===== src/rtl/line_buffer_ctrl_if.sv =====
// Pixel-stream, control and line-buffer write bundle for line_buffer_ctrl.
// The master side is the source/sequencer driving start, hold and pixels;
// the slave side is the controller itself.
interface line_buffer_ctrl_if #(
  parameter int ADDR_W = 7,
  parameter int DATA_W = 32
);
  logic              start;
  logic              hold;
  logic              pix_valid;
  logic [DATA_W-1:0] pix_data;
  logic              pix_ready;
  logic              lb_write_en;
  logic [ADDR_W-1:0] lb_addr;
  logic [DATA_W-1:0] lb_wr_data;
  logic              win_valid;
  logic [ADDR_W-1:0] col;
  logic [9:0]        row;
  logic              busy;
  logic              frame_done;

  modport master (
    output start, hold, pix_valid, pix_data,
    input  pix_ready, lb_write_en, lb_addr, lb_wr_data, win_valid,
    input  col, row, busy, frame_done
  );

  modport slave (
    input  start, hold, pix_valid, pix_data,
    output pix_ready, lb_write_en, lb_addr, lb_wr_data, win_valid,
    output col, row, busy, frame_done
  );
endinterface


===== src/rtl/line_buffer_ctrl.sv =====
// Line-buffer sequencer for the edge detector. Accepts a raster pixel stream,
// issues one registered write per accepted pixel at a wrapping column address,
// tracks row/column, flags complete 3x3 windows and pulses end of frame.
module line_buffer_ctrl #(
  parameter int LINE_WIDTH  = 40,
  parameter int FRAME_LINES = 30,
  parameter int ADDR_W      = 7,
  parameter int DATA_W      = 32
) (
  input logic              clk,
  input logic              rst,
  line_buffer_ctrl_if.slave bus
);

  typedef enum logic [1:0] {
    IDLE = 2'd0,
    FILL = 2'd1,
    RUN  = 2'd2,
    DONE = 2'd3
  } state_t;

  localparam logic [ADDR_W-1:0] LAST_COL = ADDR_W'(LINE_WIDTH - 1);
  localparam logic [9:0]        LAST_ROW = 10'(FRAME_LINES - 1);

  state_t            state_r;
  state_t            state_s;
  logic [ADDR_W-1:0] next_col_r;
  logic [ADDR_W-1:0] next_col_s;
  logic [9:0]        next_row_r;
  logic [9:0]        next_row_s;
  logic              ready_s;
  logic              accept_s;
  logic              line_end_s;
  logic              fill_end_s;
  logic              frame_end_s;

  logic              write_en_r;
  logic [ADDR_W-1:0] addr_r;
  logic [DATA_W-1:0] wr_data_r;
  logic              win_valid_r;
  logic [ADDR_W-1:0] col_r;
  logic [9:0]        row_r;
  logic              busy_r;
  logic              frame_done_r;

  // Ready depends only on state and back-pressure, never on pix_valid.
  always_comb begin
    ready_s     = ((state_r == FILL) || (state_r == RUN)) && !bus.hold;
    accept_s    = ready_s && bus.pix_valid;
    line_end_s  = (next_col_r == LAST_COL);
    fill_end_s  = line_end_s && (next_row_r == 10'd1);
    frame_end_s = line_end_s && (next_row_r == LAST_ROW);
  end

  // Position of the next pixel to accept: cleared on a start from idle,
  // otherwise advanced per accept with column wrap carrying into row.
  always_comb begin
    next_col_s = next_col_r;
    next_row_s = next_row_r;
    if ((state_r == IDLE) && bus.start) begin
      next_col_s = {ADDR_W{1'b0}};
      next_row_s = 10'd0;
    end else if (accept_s) begin
      if (line_end_s) begin
        next_col_s = {ADDR_W{1'b0}};
        next_row_s = next_row_r + 10'd1;
      end else begin
        next_col_s = next_col_r + ADDR_W'(1);
        next_row_s = next_row_r;
      end
    end else begin
      next_col_s = next_col_r;
      next_row_s = next_row_r;
    end
  end

  // Frame sequencing: FILL until two lines are stored, RUN until the last
  // pixel, then a single DONE cycle. Start is honoured only from IDLE.
  always_comb begin
    state_s = state_r;
    case (state_r)
      IDLE: begin
        if (bus.start) state_s = FILL;
        else           state_s = IDLE;
      end
      FILL: begin
        if (accept_s && fill_end_s) state_s = RUN;
        else                        state_s = FILL;
      end
      RUN: begin
        if (accept_s && frame_end_s) state_s = DONE;
        else                         state_s = RUN;
      end
      DONE:    state_s = IDLE;
      default: state_s = IDLE;
    endcase
  end

  // State and position counters.
  always_ff @(posedge clk or posedge rst) begin
    if (rst) begin
      state_r    <= IDLE;
      next_col_r <= {ADDR_W{1'b0}};
      next_row_r <= 10'd0;
    end else begin
      state_r    <= state_s;
      next_col_r <= next_col_s;
      next_row_r <= next_row_s;
    end
  end

  // Registered write port: one strobe per accept, address/data/position held
  // between writes; window flag and frame-done aligned with the write.
  always_ff @(posedge clk or posedge rst) begin
    if (rst) begin
      write_en_r   <= 1'b0;
      addr_r       <= {ADDR_W{1'b0}};
      wr_data_r    <= {DATA_W{1'b0}};
      win_valid_r  <= 1'b0;
      col_r        <= {ADDR_W{1'b0}};
      row_r        <= 10'd0;
      busy_r       <= 1'b0;
      frame_done_r <= 1'b0;
    end else begin
      write_en_r   <= accept_s;
      busy_r       <= (state_s != IDLE);
      frame_done_r <= (state_s == DONE);
      if (accept_s) begin
        addr_r      <= next_col_r;
        col_r       <= next_col_r;
        row_r       <= next_row_r;
        wr_data_r   <= bus.pix_data;
        win_valid_r <= (next_row_r >= 10'd2) && (next_col_r >= ADDR_W'(2));
      end else begin
        win_valid_r <= 1'b0;
      end
    end
  end

  assign bus.pix_ready   = ready_s;
  assign bus.lb_write_en = write_en_r;
  assign bus.lb_addr     = addr_r;
  assign bus.lb_wr_data  = wr_data_r;
  assign bus.win_valid   = win_valid_r;
  assign bus.col         = col_r;
  assign bus.row         = row_r;
  assign bus.busy        = busy_r;
  assign bus.frame_done  = frame_done_r;

endmodule


===== src/flat_wrapper.sv =====
// flat-port wrapper written by rule: the top's interface ports become plain ports
module line_buffer_ctrl_flat 
#(
  parameter int LINE_WIDTH  = 40,
  parameter int FRAME_LINES = 30,
  parameter int ADDR_W      = 7,
  parameter int DATA_W      = 32
)
  (clk, rst, bus_start, bus_hold, bus_pix_valid, bus_pix_data, bus_pix_ready, bus_lb_write_en, bus_lb_addr, bus_lb_wr_data, bus_win_valid, bus_col, bus_row, bus_busy, bus_frame_done);
  line_buffer_ctrl_if #(.ADDR_W(ADDR_W), .DATA_W(DATA_W)) bus_i ();
  input logic clk;
  input logic rst;
  input wire logic [$bits(bus_i.start)-1:0] bus_start;
  input wire logic [$bits(bus_i.hold)-1:0] bus_hold;
  input wire logic [$bits(bus_i.pix_valid)-1:0] bus_pix_valid;
  input wire logic [$bits(bus_i.pix_data)-1:0] bus_pix_data;
  output wire logic [$bits(bus_i.pix_ready)-1:0] bus_pix_ready;
  output wire logic [$bits(bus_i.lb_write_en)-1:0] bus_lb_write_en;
  output wire logic [$bits(bus_i.lb_addr)-1:0] bus_lb_addr;
  output wire logic [$bits(bus_i.lb_wr_data)-1:0] bus_lb_wr_data;
  output wire logic [$bits(bus_i.win_valid)-1:0] bus_win_valid;
  output wire logic [$bits(bus_i.col)-1:0] bus_col;
  output wire logic [$bits(bus_i.row)-1:0] bus_row;
  output wire logic [$bits(bus_i.busy)-1:0] bus_busy;
  output wire logic [$bits(bus_i.frame_done)-1:0] bus_frame_done;
  assign bus_i.start = bus_start;
  assign bus_i.hold = bus_hold;
  assign bus_i.pix_valid = bus_pix_valid;
  assign bus_i.pix_data = bus_pix_data;
  assign bus_pix_ready = bus_i.pix_ready;
  assign bus_lb_write_en = bus_i.lb_write_en;
  assign bus_lb_addr = bus_i.lb_addr;
  assign bus_lb_wr_data = bus_i.lb_wr_data;
  assign bus_win_valid = bus_i.win_valid;
  assign bus_col = bus_i.col;
  assign bus_row = bus_i.row;
  assign bus_busy = bus_i.busy;
  assign bus_frame_done = bus_i.frame_done;
  line_buffer_ctrl #(.LINE_WIDTH(LINE_WIDTH), .FRAME_LINES(FRAME_LINES), .ADDR_W(ADDR_W), .DATA_W(DATA_W)) u_core (.clk(clk), .rst(rst), .bus(bus_i));
endmodule

===== config.mk =====
export PLATFORM = sky130hd
export DESIGN_NAME = line_buffer_ctrl_flat
export DESIGN_NICKNAME = d
export VERILOG_FILES = /design/src/rtl/line_buffer_ctrl_if.sv /design/src/rtl/line_buffer_ctrl.sv /design/src/flat_wrapper.sv
export SDC_FILE = /design/constraint.sdc
export NUM_CORES = 1
export LEC_CHECK = 0
export ABC_AREA = 1
export BUFFER_PORTS_ARGS = -buffer_cell sky130_fd_sc_hd__buf_2
export CAP_MARGIN = 40
export CORE_UTILIZATION = 51
export DETAILED_ROUTE_END_ITERATION = 10
export PLACE_DENSITY = 0.79
export SLEW_MARGIN = 20
export SYNTH_ARGS = -nofsm -noshare
export SYNTH_HDL_FRONTEND = slang
export SYNTH_SLANG_ARGS = --single-unit
export TNS_END_PERCENT = 1

===== constraint.sdc =====
create_clock -name clk -period 2.5 [get_ports clk]
set_clock_uncertainty 0.2 [all_clocks]
set_input_delay 0 -clock clk [delete_from_list [all_inputs] [get_ports clk]]
set_output_delay 0 -clock clk [all_outputs]
set_load 0.02 [all_outputs]

=== Word-level counts from Yosys, hierarchy flattened ===
Index checks and enable logic that the tools add are counted.

* $lt $le $gt $ge: 2
* Shift-type cells: 0
* Equal/unequal tests: 7
* Reductions and logical operators: 15
* Bitwise logic cells: 0
* Divide/modulo/power cells: 0
* Mux-type cells: 11
* $add $sub $neg: 2
* $mul: 0

{| class="wikitable"
|+ Operators with widths
! operator !! number
|-
| 10-bit two-way mux || 3
|-
| 7-bit two-way mux || 3
|-
| 10-bit by 1-bit adder with 10-bit output (second input constant) || 1
|-
| 10-bit by 1-bit == test with 1-bit output (second input constant) || 1
|-
| 10-bit by 5-bit == test with 1-bit output (second input constant) || 1
|-
| 10-bit by 2-bit >= comparator with 1-bit output (second input constant) || 1
|-
| 1-bit logical AND || 8
|-
| 2-bit case mux with 4 select lines || 1
|-
| 7-bit by 1-bit adder with 7-bit output (second input constant) || 1
|-
| 7-bit by 6-bit == test with 1-bit output (second input constant) || 1
|-
| 7-bit by 2-bit >= comparator with 1-bit output (second input constant) || 1
|-
| 2-bit == test (second input constant) || 3
|-
| 2-bit nonzero test || 3
|-
| 1-bit two-way mux || 3
|-
| 2-bit by 1-bit == test with 1-bit output (second input constant) || 1
|-
| 2-bit zero test || 1
|-
| 2-bit two-way mux || 1
|-
| 2-bit AND reduction || 1
|-
| 1-bit zero test || 1
|-
| 1-bit logical OR || 1
|}

* Latch bits: 0
* RAM bits: 0
* Input bits: 37
* Memories kept: 0
* Logic and storage cells: 47
* Output and inout bits: 61
* Bits in registers: 72
* ROM bits: 0

=== Depth between registers and ports, before layout ===
Gate-level depths: netlist of the first run.

* Word-level depth: 8
* Mapped depth: 10
* Mapped depth without buffers: 10

=== Worst setup path before layout of the first run ===
OpenSTA, ideal clock, no wires.

* Path type: register to register
* Start point: reg u_core.state_r[0]
* End point: reg u_core.next_row_r[6]
* Library setup time: 0.083 ns
* Slack: 0.768 ns
* Path buffers: 1
* Data required time: 2.217 ns
* Arrival: 1.450 ns
* Cell stages (with the launch flop): 10
* Path through: dfrtp_1 -> inv_1 -> ha_1 -> nand3_2 -> nand2_1 -> inv_2 -> nor2_4 -> buf_6 -> nand4_1 -> o21ai_0

* Word-level cells in the longest chain between the ends: 6
* Elaborated cells between the ends (all ways): 11
* Classes of those cells: eq/ne (2); mux (1); reduce/logical (8)

{| class="wikitable"
|+ Ends and longest elaborated chain
! element !! RTL line !! text
|-
| from (decl) || line_buffer_ctrl.sv:25 || <nowiki>state_t state_r;</nowiki>
|-
| from (signal assigned) || line_buffer_ctrl.sv:106 || <nowiki>state_r <= state_s;</nowiki>
|-
| 2-bit by 1-bit == test with 1-bit output / 2-bit == test (equally long branches) || line_buffer_ctrl.sv:48 || <nowiki>ready_s = ((state_r == FILL) || (state_r == RUN)) && !bus.hold;</nowiki>
|-
| 1-bit logical OR || line_buffer_ctrl.sv:48 ||
|-
| 1-bit logical AND || line_buffer_ctrl.sv:48 ||
|-
| 1-bit logical AND || line_buffer_ctrl.sv:49 || <nowiki>accept_s = ready_s && bus.pix_valid;</nowiki>
|-
| 2-bit nonzero test (no line) || n/a ||
|-
| 2-bit AND reduction (no line) || n/a ||
|-
| to (signal assigned) || line_buffer_ctrl.sv:108 || <nowiki>next_row_r <= next_row_s;</nowiki>
|-
| to (decl) || line_buffer_ctrl.sv:29 || <nowiki>logic [9:0] next_row_r;</nowiki>
|}

Several ways; a longest one is shown, not always the timed one.
A chain may end at the register's enable or synchronous reset.

=== Final worst setup path of the first run ===
* Start point: reg u_core.state_r[0]
* End point: reg u_core.next_row_r[4]

The elaborated chain is that of the path after synthesis.

==> results of run 1 <==
stage by stage:
stage                     area (µm²)  std cells
after floorplan                 3190        373
after global placement          3710        530
after detailed placement        3710        530
after CTS                       4250        583
after global routing            4280        584
final                           4280        584
repair_timing:
item,in CTS,in global routing
hold endpoints to repair,91,0
resized for setup,0,0
hold buffers,37,0
state kept, by name, indices dropped and copies added, names as in the netlist:
register / flops
u_core.bus.busy: 1
u_core.bus.lb_wr_data: 32
u_core.bus.row: 10
u_core.state_r: 2
u_core.next_row_r: 10
u_core.bus.lb_write_en: 1
u_core.next_col_r: 7
u_core.bus.frame_done: 1
u_core.bus.win_valid: 1
u_core.bus.lb_addr: 7
synth_stat cells:
cell type	number	area share [%]
a211oi_1	1	0.24
a21oi_1	4	0.63
dfrtp_1	72	56
inv_2	1	0.12
nand3_2	1	0.31
nand4_1	8	1.6
nor4_1	2	0.39
clkbuf_1	5	0.59
o21ai_0	26	4.1
nor2_1	20	2.4
o32ai_1	1	0.27
xor2_1	3	0.82
buf_4	7	1.6
ha_1	8	3.1
buf_6	1	0.35
nor3_1	3	0.47
o31ai_1	1	0.24
o22ai_1	3	0.59
inv_1	29	3.4
nor2_4	1	0.35
nor2_2	3	0.59
a221oi_1	1	0.27
buf_2	7	1.1
nand2_1	152	18
nand3_1	12	1.9
nand2_4	1	0.35
layout make-up:
| type | count | area, µm² |
|---|---|---|
| well taps | 75 | 93.8 |
| clock inverters | 6 | 45.0 |
| fillers | 460 | 1710 |
| repair buffers | 140 | 933 |
| multi-input cells | 251 | 1160 |
| clock buffers | 10 | 128 |
| inverters | 30 | 113 |
| flip-flops and latches | 72 | 1800 |
worst paths after layout:
path                                   start                   endpoint  slack, ps  cells after the start
setup / recovery           u_core.state_r[0]       u_core.next_row_r[4]        310                     10
hold / removal                           rst   u_core.bus.lb_wr_data[7]         30                      3
setup reg to reg           u_core.state_r[0]       u_core.next_row_r[4]        310                     10
hold reg to reg            u_core.bus.row[4]          u_core.bus.row[4]        270                      2
max in group asynchronous                rst       u_core.next_row_r[2]       1360                      5
min in group clk            bus_pix_data[27]  u_core.bus.lb_wr_data[27]        190                      4
layer usage:
layer  up-vias  global-route usage [%]  part of all wire, %
met4         0                    10.0                  1.1
met5         -                       0                    0
met3         7                    4.38                  5.6
met1      1324                    28.1                   44
met2        91                    39.7                   49
li1       1439                       -                    -
report_power, final:
group | switching [µW] | internal, µW | total, µW
clock | 431 | 365 | 796
sequential | 246 | 1530 | 1780
combinational | 1080 | 560 | 1640
worst register-to-register path: stages, from the launching register on:
cell and delay (ps):
dfrtp_1 380, inv_1 90, ha_1 340, nand3_2 210, nand2_1 230, inv_2 90
nor2_4 280, nand2_1 110, nand2_1 80, nand2_1 50, nor2_1 80
kinds of logic (layout without fill, tap and decap cells):
kind of cell	count (synthesis)	after routing
flops	72	72
fa+ha+maj	8	8
compound gates	37	37
xor+xnor	3	3
buf+inv	50	186
simple gates	203	203
==> metrics, run 1 <==
Crit-path slowest cell dfrtp_1; CP Buf/Inv Count 2; most frequent cells in the layout nand2_1, buf_2, dfrtp_1; GRT Util Overall 23.0%; clock tree sinks 72; pre-CTS setup slack 326 ps; clock slew at reported path FFs 80 ps; register bit count reported by yosys 72; Final GP Congestion 0.886; number of global-route vias before repair 2648; CTS tree yes; Crit path max-delay family simple AND/OR/NAND/NOR gates; Post-Synth Simple-Gate Area 26.1%; max incr delay on CP 380 ps; post-synthesis xor/xnor area fraction 0.823%; Detailed Place HPWL 4760 µm; critical path peak fanout 14; Initial Util 53.3%; DR pass1 iterations 4; DR iter-0 viols 171; Core Rows 28; Slew headroom 67.0%; antenna-violating nets left 0; RSZ-0062 raised after global routing false; hold slack 29.3 ps; Num CTS Buffers 9; final worst setup slack 306 ps; Setup crit start kind register; die width 81.1 µm; clock root cell clkbuf_8; critical path class register to register; Mapped Area 0.00319 mm²; outcome finished, final reports clean; syn_nets 418; Setup Fix Bufs, Post-CTS 0; commonest non-fill, non-tap cell in the layout nand2_1; number of max-cap violations 0; H-tree levels 3; Post-Route WL 7490 µm; Die H 81.1 µm; # diodes 0; Synth Area in Compound Gates 6.31%; pin count of the biggest net entering global routing 41; CP arrival 2270 ps; Pwr Total 4220 µW; Layout Nets 549; largest family of logic cells by synthesized area simple AND/OR/NAND/NOR gates; CP most frequent cell nand2_1; VDD IR-drop max 0.598 mV; post-synthesis sequential area ratio 56.4%; Residual DRC 0; CP Data Required Time 2580 ps; Worst-Skew Late Latency 340 ps; Port Buf Inserts 97; Netlist cell types 26; cell count after synthesis 373; adder-cell share of the synthesized area 3.13%; Hold WC Path Type primary input to asynchronous set/reset pin; initial antenna violation count 0; Fin Setup TNS 0 ps; first-pass GRT wire length 11400 µm; fin crit share 87.8%; fin crit period 2190 ps; CTS Buffer Depth 2; Core Util, Final 71.4%; Crit. End Element register; PD cells 986 mW/mm²; die area 0.00658 mm²; Final setup viols 0; Final Max Slew Viols 0; share of cells above drive strength 1 24.8%; GRT overflow 0; Yosys Warn Count 0; Slew @ Worst Pin 494 ps; Avg Cell Area, Syn 8.56 µm²; FMAX 0.456 GHz; Via Count 2861; # IOs 98; Area growth syn-to-layout 33.9%; per-cell routed wire length 12.8 µm; Lkg Pwr 0.00233 µW; Core Area 0.00599 mm²; Via density 4.90; multiplexer share of the synthesized area 0%; final hold viol count 0; worst path cell trace inv_1 -> ha_1 -> nand3_2 -> nand2_1 -> inv_2 -> nor2_4 -> nand2_1 -> nand2_1 -> nand2_1 -> nor2_1
Note: power is estimated with default switching activity, not from simulation.
==> inputs of run 2 (changes only) <==
--- a/config.mk
+++ b/config.mk
@@ -8,9 +8,8 @@
 export ABC_AREA = 1
 export BUFFER_PORTS_ARGS = -buffer_cell sky130_fd_sc_hd__buf_2
 export CAP_MARGIN = 40
-export CORE_UTILIZATION = 51
+export CORE_UTILIZATION = 40
 export DETAILED_ROUTE_END_ITERATION = 10
-export PLACE_DENSITY = 0.79
 export SLEW_MARGIN = 20
 export SYNTH_ARGS = -nofsm -noshare
 export SYNTH_HDL_FRONTEND = slang
==> run 2 against run 1 <==
Maximum frequency increased by 6.1%. Highest routed layer is now met3. Clock power up 32%. Largest cell class unchanged. Die area up 27%. Sequential share of layout area down 0.89 points.
==> metrics, run 2 (same netlist as run 1, synthesis figures left out) <==
antenna-violating nets left 0 (unchanged); Slew headroom 70.3% (was 67.0%); CTS tree yes (unchanged); Final GP Congestion 0.821 (was 0.886); die width 91.4 µm (was 81.1 µm); DR pass1 iterations 4 (unchanged); Hold WC Path Type primary input to primary output (was primary input to asynchronous set/reset pin); CTS Buffer Depth 2 (unchanged); Setup crit start kind register (unchanged); share of cells above drive strength 1 24.9% (was 24.8%); multi-input logic area 0.00116 mm² (unchanged); met2 usage 29.5% (was 39.7%); die area 0.00835 mm² (was 0.00658 mm²); GRT overflow 0 (unchanged); Post-Route WL 7240 µm (was 7490 µm); # IOs 98 (unchanged); PD cells 1020 mW/mm² (was 986 mW/mm²); initial antenna violation count 0 (unchanged); Pwr Total 4450 µW (was 4220 µW); # fillers 717 (was 460); Largest register FFs 32 (unchanged); max incr delay on CP 370 ps (was 380 ps); Via Count 2824 (was 2861); critical path class register to register (unchanged); CP Data Required Time 2570 ps (was 2580 ps); Final Max Slew Viols 0 (unchanged); Lkg Pwr 0.00236 µW (was 0.00233 µW); FMAX 0.483 GHz (was 0.456 GHz); VDD IR-drop max 0.384 mV (was 0.598 mV); # diodes 0 (unchanged); Layout Nets 550 (was 549); Core Util, Final 56.5% (was 71.4%); clock root cell clkbuf_8 (unchanged); pin count of the biggest net entering global routing 48 (was 41); Final setup viols 0 (unchanged); CP arrival 2140 ps (was 2270 ps); GR Util met3 3.02% (was 4.38%); outcome finished, final reports clean (unchanged); Crit. End Element register (unchanged); global routing's busiest layer met2 (unchanged); Area growth syn-to-layout 36.8% (was 33.9%); first-pass GRT wire length 12200 µm (was 11400 µm); Setup Fix Bufs, Post-CTS 0 (unchanged); register area 0.00180 mm² (unchanged); Crit-path slowest cell dfrtp_1 (unchanged); clock tree sinks 72 (unchanged); Via density 4.61 (was 4.90); worst path cell trace inv_1 -> ha_1 -> nand3_2 -> nand2_1 -> inv_2 -> nor2_4 -> nand2_1 -> nand2_1 -> nand2_1 -> nor2_1 (unchanged); Die H 91.4 µm (was 81.1 µm); Residual DRC 0 (unchanged); DR iter-0 viols 133 (was 171); Slew @ Worst Pin 446 ps (was 494 ps); Core Rows 32 (was 28); fin crit share 82.7% (was 87.8%); final hold viol count 0 (unchanged); pre-CTS setup slack 446 ps (was 326 ps); Initial Util 41.3% (was 53.3%); Port Buf Inserts 97 (unchanged); met1 Use GR 24.8% (was 28.1%); GRT Util Overall 18.3% (was 23.0%); Worst-Skew Late Latency 340 ps (about the same); Num CTS Buffers 9 (unchanged); critical path peak fanout 14 (unchanged); RSZ-0062 raised after global routing false (unchanged); number of max-cap violations 0 (unchanged); CP most frequent cell nand2_1 (unchanged); number of global-route vias before repair 2692 (was 2648); Fin Setup TNS 0 ps (unchanged); fin crit period 2070 ps (was 2190 ps); H-tree levels 3 (unchanged); most frequent cells in the layout nand2_1, buf_2, dfrtp_1 (unchanged); Core Area 0.00773 mm² (was 0.00599 mm²); per-cell routed wire length 11.8 µm (was 12.8 µm); final worst setup slack 432 ps (was 306 ps); Detailed Place HPWL 4820 µm (was 4760 µm); commonest non-fill, non-tap cell in the layout nand2_1 (unchanged); clock slew at reported path FFs 70 ps (was 80 ps)
==> run 2: changes by cell type in the layout (fill, tap and decap cells not counted), sizes merged <==
| cell | before | now |
|---|---|---|
| bufinv | 0 | 2 |
| clkinvlp | 0 | 1 |
| clkinv | 5 | 1 |
| clkbuf | 10 | 12 |
| inv | 31 | 30 |
| buf | 103 | 104 |
==> run 2: power by group <==
| group | switching, µW | internal [µW] | total (µW) | leakage (µW) |
|---|---|---|---|---|
| Combinational | 1070 | 558 | 1630 | 0.00130 |
| Clock | 427 | 619 | 1050 | 0.000113 |
| Sequential | 240 | 1530 | 1770 | 0.000943 |
==> run 2: cell type report <==
| type | instances | share of cell area (%) |
|---|---|---|
| clock buffer | 12 | 3.55 |
| clock inverter | 4 | 1.75 |
| inverter | 30 | 2.58 |
| multi-input combinational | 251 | 26.6 |
| sequential | 72 | 41.2 |
| tap | 102 | 2.92 |
| timing repair buffer | 141 | 21.4 |
==> run 2: repair_timing <==
item,in CTS,in global routing
resized for setup,0,0
endpoints found under the hold margin,82,7
endpoints found under the setup margin,0,0
hold buffers,36,1
==> run 2: worst paths after layout <==
kind	startpoint	cells after the start	slack [ps]	endpoint
max reg2reg	u_core.state_r[0]	10	430	u_core.next_row_r[4]
max in group asynchronous	rst	6	1020	u_core.next_col_r[2]
min in group asynchronous	rst	4	460	u_core.bus.lb_wr_data[17]
min	bus_hold	3	70	bus_pix_ready
max	u_core.state_r[0]	10	430	u_core.next_row_r[4]
min reg2reg	u_core.bus.lb_wr_data[6]	2	280	u_core.bus.lb_wr_data[6]
==> run 2: layer usage <==
layer  routed length [µm]  part of all wire (%)
met2                 3360                    46
met5                    0                     0
met4                    0                     0
met1                 3560                    49
met3                  315                   4.3
==> run 2: critical path: cells and delay by family (launching register included) <==
kind	cells	cell delay, ps
fa+ha+maj	1	340
buf+inv	2	160
flops	1	370
simple gates	7	920
==> run 2: stage by stage <==
step                      hold slack [ps]  instance area [µm²]  instances
after detailed placement            -2.83                 3750        558
after global placement              -4.31                 3750        558
after CTS                            46.5                 4340        610
after floorplan                      -120                 3190        373
after global routing                  106                 4370        612
final                                72.0                 4370        612
==> inputs of run 3 (changes only) <==
--- a/config.mk
+++ b/config.mk
@@ -10,6 +10,7 @@
 export CAP_MARGIN = 40
 export CORE_UTILIZATION = 40
 export DETAILED_ROUTE_END_ITERATION = 10
+export PLACE_DENSITY = 0.67
 export SLEW_MARGIN = 20
 export SYNTH_ARGS = -nofsm -noshare
 export SYNTH_HDL_FRONTEND = slang
==> constraint.sdc (replaced) <==
create_clock -name clk -period 1.8 [get_ports clk]
set_clock_uncertainty 0.2 [all_clocks]
set_input_delay 0 -clock clk [delete_from_list [all_inputs] [get_ports clk]]
set_output_delay 0 -clock clk [all_outputs]
set_load 0.02 [all_outputs]
==> run 3 against run 2 <==
Global-route usage increased by 1.1 points. Clock-buffer cell count unchanged. Maximum frequency increased by 18%. Non-clock buffer count increased by 16. Critical path type unchanged. Largest cell class unchanged. Largest power group is now combinational cells.
==> metrics, run 3 (same netlist as run 1, synthesis figures left out) <==
final hold viol count 0 (unchanged); CP Buf/Inv Count 3 (was 2); Crit-path slowest cell dfrtp_1 (unchanged); Layout Nets 566 (was 550); Post-Route WL 7710 µm (was 7240 µm); Pwr Total 6080 µW (was 4450 µW); CP arrival 1820 ps (was 2140 ps); Crit path max-delay family simple AND/OR/NAND/NOR gates (unchanged); FMAX 0.569 GHz (was 0.483 GHz); Final Max Slew Viols 0 (unchanged); Fin Setup TNS 0 ps (unchanged); number of global-route vias before repair 2851 (was 2692); Port Buf Inserts 97 (unchanged); H-tree levels 3 (unchanged); DR pass1 iterations 5 (was 4); die width 91.4 µm (unchanged); CP Data Required Time 1860 ps (was 2570 ps); PD cells 1350 mW/mm² (was 1020 mW/mm²); Slew headroom 62.7% (was 70.3%); clock root cell clkbuf_8 (unchanged); max incr delay on CP 370 ps (about the same); number of max-cap violations 0 (unchanged); # fillers 712 (was 717); # diodes 0 (unchanged); Detailed Place HPWL 5010 µm (was 4820 µm); Initial Util 41.3% (unchanged); per-cell routed wire length 12.3 µm (was 11.8 µm); commonest non-fill, non-tap cell in the layout nand2_1 (unchanged); Core Rows 32 (unchanged); Num CTS Buffers 9 (unchanged); GRT Util Overall 19.4% (was 18.3%); clock slew at reported path FFs 70 ps (about the same); clock tree sinks 72 (unchanged); Core Area 0.00773 mm² (unchanged); RSZ-0062 raised after global routing true (was false); initial antenna violation count 0 (unchanged); pin count of the biggest net entering global routing 43 (was 48); Worst-Skew Late Latency 340 ps (about the same); critical path peak fanout 7 (was 14); Setup crit start kind register (unchanged); Largest register FFs 32 (unchanged); Final setup viols 0 (unchanged); fin crit share 97.6% (was 82.7%); VDD IR-drop max 0.503 mV (was 0.384 mV); Hold WC Path Type primary input to asynchronous set/reset pin (was primary input to primary output); Via density 4.64 (was 4.61); critical path class register to register (unchanged); die area 0.00835 mm² (unchanged); DR iter-0 viols 120 (was 133); antenna-violating nets left 0 (unchanged); CTS Buffer Depth 2 (unchanged); Final GP Congestion 0.878 (was 0.821); CTS tree yes (unchanged); share of cells above drive strength 1 29.0% (was 24.9%); worst path cell trace inv_2 -> ha_4 -> nand3_4 -> nand2_4 -> inv_4 -> nor2_4 -> buf_12 -> nand4_1 -> o21ai_1 (was inv_1 -> ha_1 -> nand3_2 -> nand2_1 -> inv_2 -> nor2_4 -> nand2_1 -> nand2_1 -> nand2_1 -> nor2_1); Via Count 2911 (was 2824); Lkg Pwr 0.00242 µW (was 0.00236 µW); Slew @ Worst Pin 559 ps (was 446 ps); Area growth syn-to-layout 40.9% (was 36.8%); # IOs 98 (unchanged); first-pass GRT wire length 12800 µm (was 12200 µm); fin crit period 1760 ps (was 2070 ps); most frequent cells in the layout nand2_1, buf_2, dfrtp_1 (unchanged); Residual DRC 0 (unchanged); GRT overflow 0 (unchanged); Die H 91.4 µm (unchanged); outcome finished, final reports clean (unchanged); Crit. End Element register (unchanged); Core Util, Final 58.2% (was 56.5%)
run 3: timing repair:
action | in CTS | in global routing
setup endpoints to repair | 4 | 45
gates resized for setup | 0 | 19
hold buffers | 36 | 0
setup buffers | 1 | 1
pin swaps | 1 | 5
hold endpoints to repair | 122 | 0
run 3: where the power goes:
part / switching [µW] / leakage (µW) / internal, µW
clock: 565 / 0.0000882 / 564
combinational: 1560 / 0.00139 / 937
sequential: 318 / 0.000943 / 2130
total: 2450 / 0.00242 / 3630
run 3: final cells by class:
cell class	count	area (µm²)	share of cell area (%)
multi-input cells	251	1210	26.9
clock inverters	3	17.5	0.389
inverters	30	119	2.64
clock buffers	12	155	3.45
flip-flops and latches	72	1800	40.0
well taps	102	128	2.84
repair buffers	157	1070	23.8
run 3: final timing paths:
path | from | endpoint | slack (ps) | depth (start not counted)
max in group asynchronous | rst | u_core.bus.lb_wr_data[2] | 820 | 4
worst max register to register | u_core.state_r[1] | u_core.next_row_r[9] | 40 | 9
worst min register to register | u_core.bus.lb_wr_data[1] | u_core.bus.lb_wr_data[1] | 280 | 2
worst min-delay path | rst | u_core.bus.lb_wr_data[29] | 80 | 3
min in group clk | bus_pix_data[15] | u_core.bus.lb_wr_data[15] | 200 | 4
worst max-delay path | u_core.state_r[1] | u_core.next_row_r[9] | 40 | 9
run 3: metal layers:
metal	GRT usage (%)	vias to the layer above	wire length, µm
li1	-	1469	-
met1	24.8	1349	3520
met2	32.2	82	3740
met3	3.77	11	326
met4	7.94	0	128
met5	0	-	0
run 3: through the flow:
stage	instances	setup slack [ps]	instance area [µm²]	hold slack, ps
3_3_place_gp	574	17.6	3880	-110
4_1_cts	626	2.14	4440	67.3
6_report	627	43.6	4500	76.4
5_1_grt	627	-45.6	4500	118
2_1_floorplan	373	67.8	3200	-120
3_5_place_dp	574	-42.1	3880	-111
run 3: worst register-to-register path, cell delays in order (launching register included):
cell and delay [ps]:
dfrtp_1 370, inv_2 60, ha_4 280, nand3_4 110, nand2_4 110, inv_4 40, nor2_4 230, buf_12 150
nand4_1 60, o21ai_1 80
